## src/rtl/pixel_write_arbiter.sv

```systemverilog
// Round-robin arbiter sharing one Avalon-MM framebuffer write port between pixel cores.
// Optional PIXEL_ARB_STATS_EN adds saturating stat_writes / stat_drops counters.
module pixel_write_arbiter #(
    parameter int CORES_COUNT   = 10,
    parameter int COLOR_WIDTH   = 16,
    parameter int BUFFER_ADDR_W = 32,
    parameter int REGION_BYTES  = 192000,
    parameter int FIFO_DEPTH    = 4
) (
    input  logic                     clk,
    input  logic                     reset_n,
    input  logic                     start,
    input  logic                     frame_eoc,
    input  logic [BUFFER_ADDR_W-1:0] fb_base,
    input  logic [COLOR_WIDTH-1:0]   ppu_data    [CORES_COUNT],
    input  logic [BUFFER_ADDR_W-1:0] ppu_address [CORES_COUNT],
    input  logic [CORES_COUNT-1:0]   ppu_valid,
    output logic                     stall,
    output logic                     overflow,
    output logic                     frame_done,
    output logic [BUFFER_ADDR_W-1:0] avm_address,
    output logic [COLOR_WIDTH-1:0]   avm_writedata,
    output logic                     avm_write,
    input  logic                     avm_waitrequest
`ifdef PIXEL_ARB_STATS_EN
    ,
    output logic [31:0]              stat_writes,
    output logic [31:0]              stat_drops
`endif
);

    localparam int IDX_W = (CORES_COUNT > 1) ? $clog2(CORES_COUNT) : 1;
    localparam int PTR_W = $clog2(FIFO_DEPTH);
    localparam int CNT_W = PTR_W + 1;

    typedef enum logic {IDLE, ISSUE} state_e;

    state_e                   state_q, state_d;
    logic [IDX_W-1:0]         grant_q, grant_d;
    logic [IDX_W-1:0]         rr_q, rr_d;
    logic [BUFFER_ADDR_W-1:0] fb_base_q, fb_base_d;
    logic [BUFFER_ADDR_W-1:0] avm_address_q, avm_address_d;
    logic [COLOR_WIDTH-1:0]   avm_writedata_q, avm_writedata_d;
    logic                     avm_write_q, avm_write_d;
    logic                     overflow_q, overflow_d;
    logic                     pending_q, pending_d;

    logic [BUFFER_ADDR_W-1:0] mem_addr_q [CORES_COUNT][FIFO_DEPTH];
    logic [BUFFER_ADDR_W-1:0] mem_addr_d [CORES_COUNT][FIFO_DEPTH];
    logic [COLOR_WIDTH-1:0]   mem_data_q [CORES_COUNT][FIFO_DEPTH];
    logic [COLOR_WIDTH-1:0]   mem_data_d [CORES_COUNT][FIFO_DEPTH];
    logic [PTR_W-1:0]         wptr_q [CORES_COUNT], wptr_d [CORES_COUNT];
    logic [PTR_W-1:0]         rptr_q [CORES_COUNT], rptr_d [CORES_COUNT];
    logic [CNT_W-1:0]         cnt_q  [CORES_COUNT], cnt_d  [CORES_COUNT];

    logic [CORES_COUNT-1:0]   nonempty, pop, drop;
    logic                     stall_c, frame_done_c;
    logic [IDX_W-1:0]         next_rr, base, sel;
    logic                     found, accept, go;

    always_comb begin
        nonempty = '0;
        stall_c  = 1'b0;
        for (int i = 0; i < CORES_COUNT; i++) begin
            nonempty[i] = (cnt_q[i] != '0);
            if (cnt_q[i] >= CNT_W'(FIFO_DEPTH - 1))
                stall_c = 1'b1;
        end
    end

    // Search starts after the last granted core once a write is accepted,
    // wrapping so the same core can be re-granted if it is the only one left.
    always_comb begin
        int idx;
        idx     = 0;
        next_rr = (int'(grant_q) == CORES_COUNT - 1) ? '0 : grant_q + 1'b1;
        base    = (state_q == ISSUE) ? next_rr : rr_q;
        found   = 1'b0;
        sel     = '0;
        for (int k = 0; k < CORES_COUNT; k++) begin
            idx = int'(base) + k;
            if (idx >= CORES_COUNT)
                idx = idx - CORES_COUNT;
            if (!found && nonempty[idx]) begin
                found = 1'b1;
                sel   = IDX_W'(idx);
            end
        end
    end

    assign accept = (state_q == ISSUE) && !avm_waitrequest;
    assign go     = found && ((state_q == IDLE) || accept);

    always_comb begin
        state_d         = state_q;
        grant_d         = grant_q;
        rr_d            = rr_q;
        avm_address_d   = avm_address_q;
        avm_writedata_d = avm_writedata_q;
        avm_write_d     = avm_write_q;
        pop             = '0;
        if (accept)
            rr_d = next_rr;
        if (go) begin
            state_d         = ISSUE;
            grant_d         = sel;
            pop[sel]        = 1'b1;
            avm_address_d   = mem_addr_q[sel][rptr_q[sel]];
            avm_writedata_d = mem_data_q[sel][rptr_q[sel]];
            avm_write_d     = 1'b1;
        end else if (accept) begin
            state_d     = IDLE;
            avm_write_d = 1'b0;
        end
    end

    always_comb begin
        logic full, do_push;
        full     = 1'b0;
        do_push  = 1'b0;
        mem_addr_d = mem_addr_q;
        mem_data_d = mem_data_q;
        wptr_d     = wptr_q;
        rptr_d     = rptr_q;
        cnt_d      = cnt_q;
        drop       = '0;
        for (int i = 0; i < CORES_COUNT; i++) begin
            full    = (cnt_q[i] == CNT_W'(FIFO_DEPTH));
            do_push = ppu_valid[i] && (!full || pop[i]);
            drop[i] = ppu_valid[i] && full && !pop[i];
            if (do_push) begin
                mem_addr_d[i][wptr_q[i]] = fb_base_q
                    + BUFFER_ADDR_W'(64'(i) * 64'(REGION_BYTES))
                    + ppu_address[i];
                mem_data_d[i][wptr_q[i]] = ppu_data[i];
                wptr_d[i] = wptr_q[i] + 1'b1;
            end
            if (pop[i])
                rptr_d[i] = rptr_q[i] + 1'b1;
            if (do_push && !pop[i])
                cnt_d[i] = cnt_q[i] + 1'b1;
            else if (!do_push && pop[i])
                cnt_d[i] = cnt_q[i] - 1'b1;
        end
    end

    assign frame_done_c = pending_q && !(|nonempty) && !avm_write_q;

    always_comb begin
        fb_base_d  = start ? fb_base : fb_base_q;
        overflow_d = overflow_q;
        if (|drop)
            overflow_d = 1'b1;
        else if (start)
            overflow_d = 1'b0;
        pending_d = pending_q;
        if (frame_eoc)
            pending_d = 1'b1;
        else if (start || frame_done_c)
            pending_d = 1'b0;
    end

    always_ff @(posedge clk or negedge reset_n) begin
        if (!reset_n) begin
            state_q         <= IDLE;
            grant_q         <= '0;
            rr_q            <= '0;
            fb_base_q       <= '0;
            avm_address_q   <= '0;
            avm_writedata_q <= '0;
            avm_write_q     <= 1'b0;
            overflow_q      <= 1'b0;
            pending_q       <= 1'b0;
            for (int i = 0; i < CORES_COUNT; i++) begin
                wptr_q[i] <= '0;
                rptr_q[i] <= '0;
                cnt_q[i]  <= '0;
                for (int j = 0; j < FIFO_DEPTH; j++) begin
                    mem_addr_q[i][j] <= '0;
                    mem_data_q[i][j] <= '0;
                end
            end
        end else begin
            state_q         <= state_d;
            grant_q         <= grant_d;
            rr_q            <= rr_d;
            fb_base_q       <= fb_base_d;
            avm_address_q   <= avm_address_d;
            avm_writedata_q <= avm_writedata_d;
            avm_write_q     <= avm_write_d;
            overflow_q      <= overflow_d;
            pending_q       <= pending_d;
            wptr_q          <= wptr_d;
            rptr_q          <= rptr_d;
            cnt_q           <= cnt_d;
            mem_addr_q      <= mem_addr_d;
            mem_data_q      <= mem_data_d;
        end
    end

    assign stall         = stall_c;
    assign overflow      = overflow_q;
    assign frame_done    = frame_done_c;
    assign avm_address   = avm_address_q;
    assign avm_writedata = avm_writedata_q;
    assign avm_write     = avm_write_q;

`ifdef PIXEL_ARB_STATS_EN
    logic [31:0] stat_writes_q, stat_writes_d;
    logic [31:0] stat_drops_q, stat_drops_d;

    always_comb begin
        logic [31:0] drop_n;
        logic [32:0] sum;
        drop_n = '0;
        for (int i = 0; i < CORES_COUNT; i++)
            drop_n = drop_n + 32'(drop[i]);
        stat_writes_d = start ? '0 : stat_writes_q;
        if (accept && stat_writes_d != '1)
            stat_writes_d = stat_writes_d + 1'b1;
        sum          = {1'b0, (start ? 32'd0 : stat_drops_q)} + {1'b0, drop_n};
        stat_drops_d = sum[32] ? '1 : sum[31:0];
    end

    always_ff @(posedge clk or negedge reset_n) begin
        if (!reset_n) begin
            stat_writes_q <= '0;
            stat_drops_q  <= '0;
        end else begin
            stat_writes_q <= stat_writes_d;
            stat_drops_q  <= stat_drops_d;
        end
    end

    assign stat_writes = stat_writes_q;
    assign stat_drops  = stat_drops_q;
`endif

endmodule

```

## config.mk

```make
export PLATFORM = sky130hd
export DESIGN_NAME = pixel_write_arbiter
export DESIGN_NICKNAME = d
export VERILOG_FILES = /design/src/rtl/pixel_write_arbiter.sv
export SDC_FILE = /design/constraint.sdc
export NUM_CORES = 2
export LEC_CHECK = 0
export ABC_AREA = 0
export CAP_MARGIN = 20
export CORE_MARGIN = 2
export CORE_UTILIZATION = 55
export DETAILED_ROUTE_END_ITERATION = 16
export PLACE_DENSITY = 0.8
export SLEW_MARGIN = 20
export SYNTH_ARGS = -nofsm -noshare
export SYNTH_HDL_FRONTEND = slang
export SYNTH_SLANG_ARGS = --single-unit
```

## constraint.sdc

```tcl
create_clock -name clk -period 7 [get_ports clk]
set_clock_uncertainty 0.05 [all_clocks]
set_input_delay 1.75 -clock clk [delete_from_list [all_inputs] [get_ports clk]]
set_output_delay 1.75 -clock clk [all_outputs]
set_load 0.02 [all_outputs]
```

==> flow_summary.yaml <==
outcome:
  status: "complete, no violations"
detailed_routing:
  num_vias: 92100
  firstDrtPassIters: 8
  drc: 0
  vias_per_cell: 6.60
  ant_nets: 0
  dr.first_iter.drc_count: 10700
  wl_per_cell_um: 31.8
  finalWirelength_mm: 443
clock_tree:
  root_buffer: "clkbuf_16"
  cts_buffer_depth: 3
  cts_buffers: 213
  h-tree-depth: 4
  cts_tree: "built"
  cts_sinks: 2081
  clock_latency_ns: 0.93
  clk_pin_slew_ns: 0.06
  holdBufCountCts: 0
yosys:
  ys_types: 102
  ys.flop_type: "dfrtp_1"
  synthCells: 9997
  syn_area_um2: 115000
  synth_largest_area_cell: "dfrtp_1"
  avgSynthCellArea_um2: 11.5
  yosys-top-cells-count: "dfrtp_1, mux2_2, nand2_1"
  synth_top_area_share: 0.452
  yosys-top-cells-area: "dfrtp_1, mux2_2, ha_1"
  post-synth-top-count-cell: "dfrtp_1"
  syn_nets: 11200
  ys_seq_elements: 2081
  synthArstFlopShare: 1.00
  yosysSeqAreaShare: 0.452
  synth_edf_count: 0
  yosys_warnings: 0
critical_path:
  critical_path.cell_chain: "and2b_1, o211ai_1, nand2_2, buf_4, buf_4, ha_1, a21oi_1, nor3_1, o32a_2, o311ai_2, o2bb2ai_4, or3_1, buf_4, o32ai_2, o31a_2, buf_4, mux2i_1, o22ai_1, a211oi_4, buf_12, buf_16, mux2_2, o211ai_1, o221ai_1"
  path_max_fanout: 18
  slowest_stage: "o32a_2"
  cp-start-kind: "register"
  crit_type: "register to register"
  critPathCaptureType: "register"
  max_stage_delay_ns: 0.50
  arrival_ns: 7.54
  cpMostUsedCell: "buf_4"
  crit_required_ns: 7.70
  critPathTopFamily: "compound AO/OA/AOI/OAI gates"
  ff2ff_setup_slack_ns: 0.16
  critical_path_buf_inv_count: 6
timing:
  slew_headroom: 0.146
  hold_viol: 0
  period_share: 0.977
  worst_pin_slew_ns: 1.27
  final_max_slew_viol_count: 0
  setup_viol: 0
  period_needed_ns: 6.84
  max_freq_mhz: 146
  whs_ns: 0.419
grt:
  grt_pass1_wl_mm: 633
  grt_usage: 0.411
  grt_pass1_vias: 92800
  use_met3: 0.106
  grt_overflow_total: 0
  grtUsageMet1: 0.477
  grtUsageMet2: 0.610
  grt_start_max_net_pins: 199
  grt_antenna_before_repair: 57
  grt-busiest-layer: "met2"
floorplanning:
  core_um2: 207000
  io_pins: 579
  num_rows: 167
  die_width_um: 461
  initial_core_util: 0.555
  die_y_um: 461
  die_area_um2: 213000
run:
  max-cap-violations: 0
place:
  place_congestion: 1.03
  io_buffers: 578
  hpwl_mm: 318
cells_and_area:
  fill_cells: 15000
  finalNetCount: 12100
  multi_input_area_um2: 59800
  area_growth_pct: 18.9
  layout-drive-gt1-share: 0.260
  seq_area_um2: 52100
min_path:
  hp-class: "register to register"
-- metrics by stage --
| step | setup WS [ns] | std cells | TNS [ns] | util | area [um^2] |
|---|---|---|---|---|---|
| 2_1_floorplan | 0.170 | 9997 | 0 | - | 115000 |
| 3_3_place_gp | -0.738 | 13500 | -19.21 | 0.621 | 129000 |
| 3_5_place_dp | -0.709 | 13500 | -21.49 | 0.621 | 129000 |
| 4_1_cts | 0.145 | 13900 | 0 | 0.658 | 136000 |
| 5_1_grt | -0.0243 | 13900 | -0.0380 | 0.659 | 137000 |
| 6_report | 0.163 | 13900 | 0 | 0.660 | 137000 |
-- what timing repair did --
item,4_1_cts,5_1_grt
resized for setup,0,25
setup buffers,0,7
endpoints found under the setup margin,0,821
-- registers in the layout, summed over array words and instances (netlist names), 16 cells and up --
| register | cells |
|---|---|
| avm_address | 32 |
| avm_writedata | 16 |
| cnt_q | 30 |
| fb_base_q | 32 |
| mem_addr_q | 1280 |
| mem_data_q | 640 |
| rptr_q | 20 |
| wptr_q | 20 |
-- area by class of cell --
class	count	share of cell area
antenna	69	0.00126
clock buffer	301	0.0453
tap	2788	0.0255
timing repair buffer	1241	0.0920
clock inverter	98	0.00966
multi-input combinational	7044	0.437
sequential	2081	0.381
inverter	326	0.00894
-- per-layer routing --
layer  wire [um]  share of wire
met4       54900           0.12
met1      150000           0.34
met5         303        0.00068
met3       47700           0.11
met2      190000           0.43
-- logic make-up (layout without fill, tap and decap cells) --
kind of cell	Yosys count	in the layout	share of synthesized area
AO/OA/AOI/OAI	1622	1622	0.0908
XOR/XNOR	356	356	0.0274
adder cells (fa/ha/maj)	672	672	0.0743
buffers and inverters	872	1966	0.0318
flip-flops	2081	2081	0.452
multiplexers	2637	2637	0.254
other	0	69	0
AND/OR/NAND/NOR	1757	1757	0.0693
-- cell usage in the layout, fill, tap and decap left out, types with 320 or more instances in the layout --
master	n
a21oi_1	462
buf_4	518
clkdlybuf4s50_1	576
dfrtp_1	2074
ha_1	651
inv_1	320
mux2_2	1692
mux2i_1	673
nand2_1	836
o22ai_1	342
-- worst paths after layout --
path                                             start                           end  cells after the start
worst max-delay path            grant_q[3]$_DFFE_PN0N_  avm_writedata[9]$_DFFE_PN0N_                     24
worst min-delay path             rptr_q[1]$_DFFE_PN0N_         rptr_q[1]$_DFFE_PN0N_                      1
worst max register to register  grant_q[3]$_DFFE_PN0N_  avm_writedata[9]$_DFFE_PN0N_                     24
worst min register to register   rptr_q[1]$_DFFE_PN0N_         rptr_q[1]$_DFFE_PN0N_                      1
max in group asynchronous                      reset_n   mem_addr_q[951]$_DFFE_PN0P_                      3
min in group asynchronous                      reset_n    mem_data_q[44]$_DFFE_PN0P_                      1
Power is not shown: default switching activity piles up to over one toggle a cycle in this logic, so the estimate is an artifact.
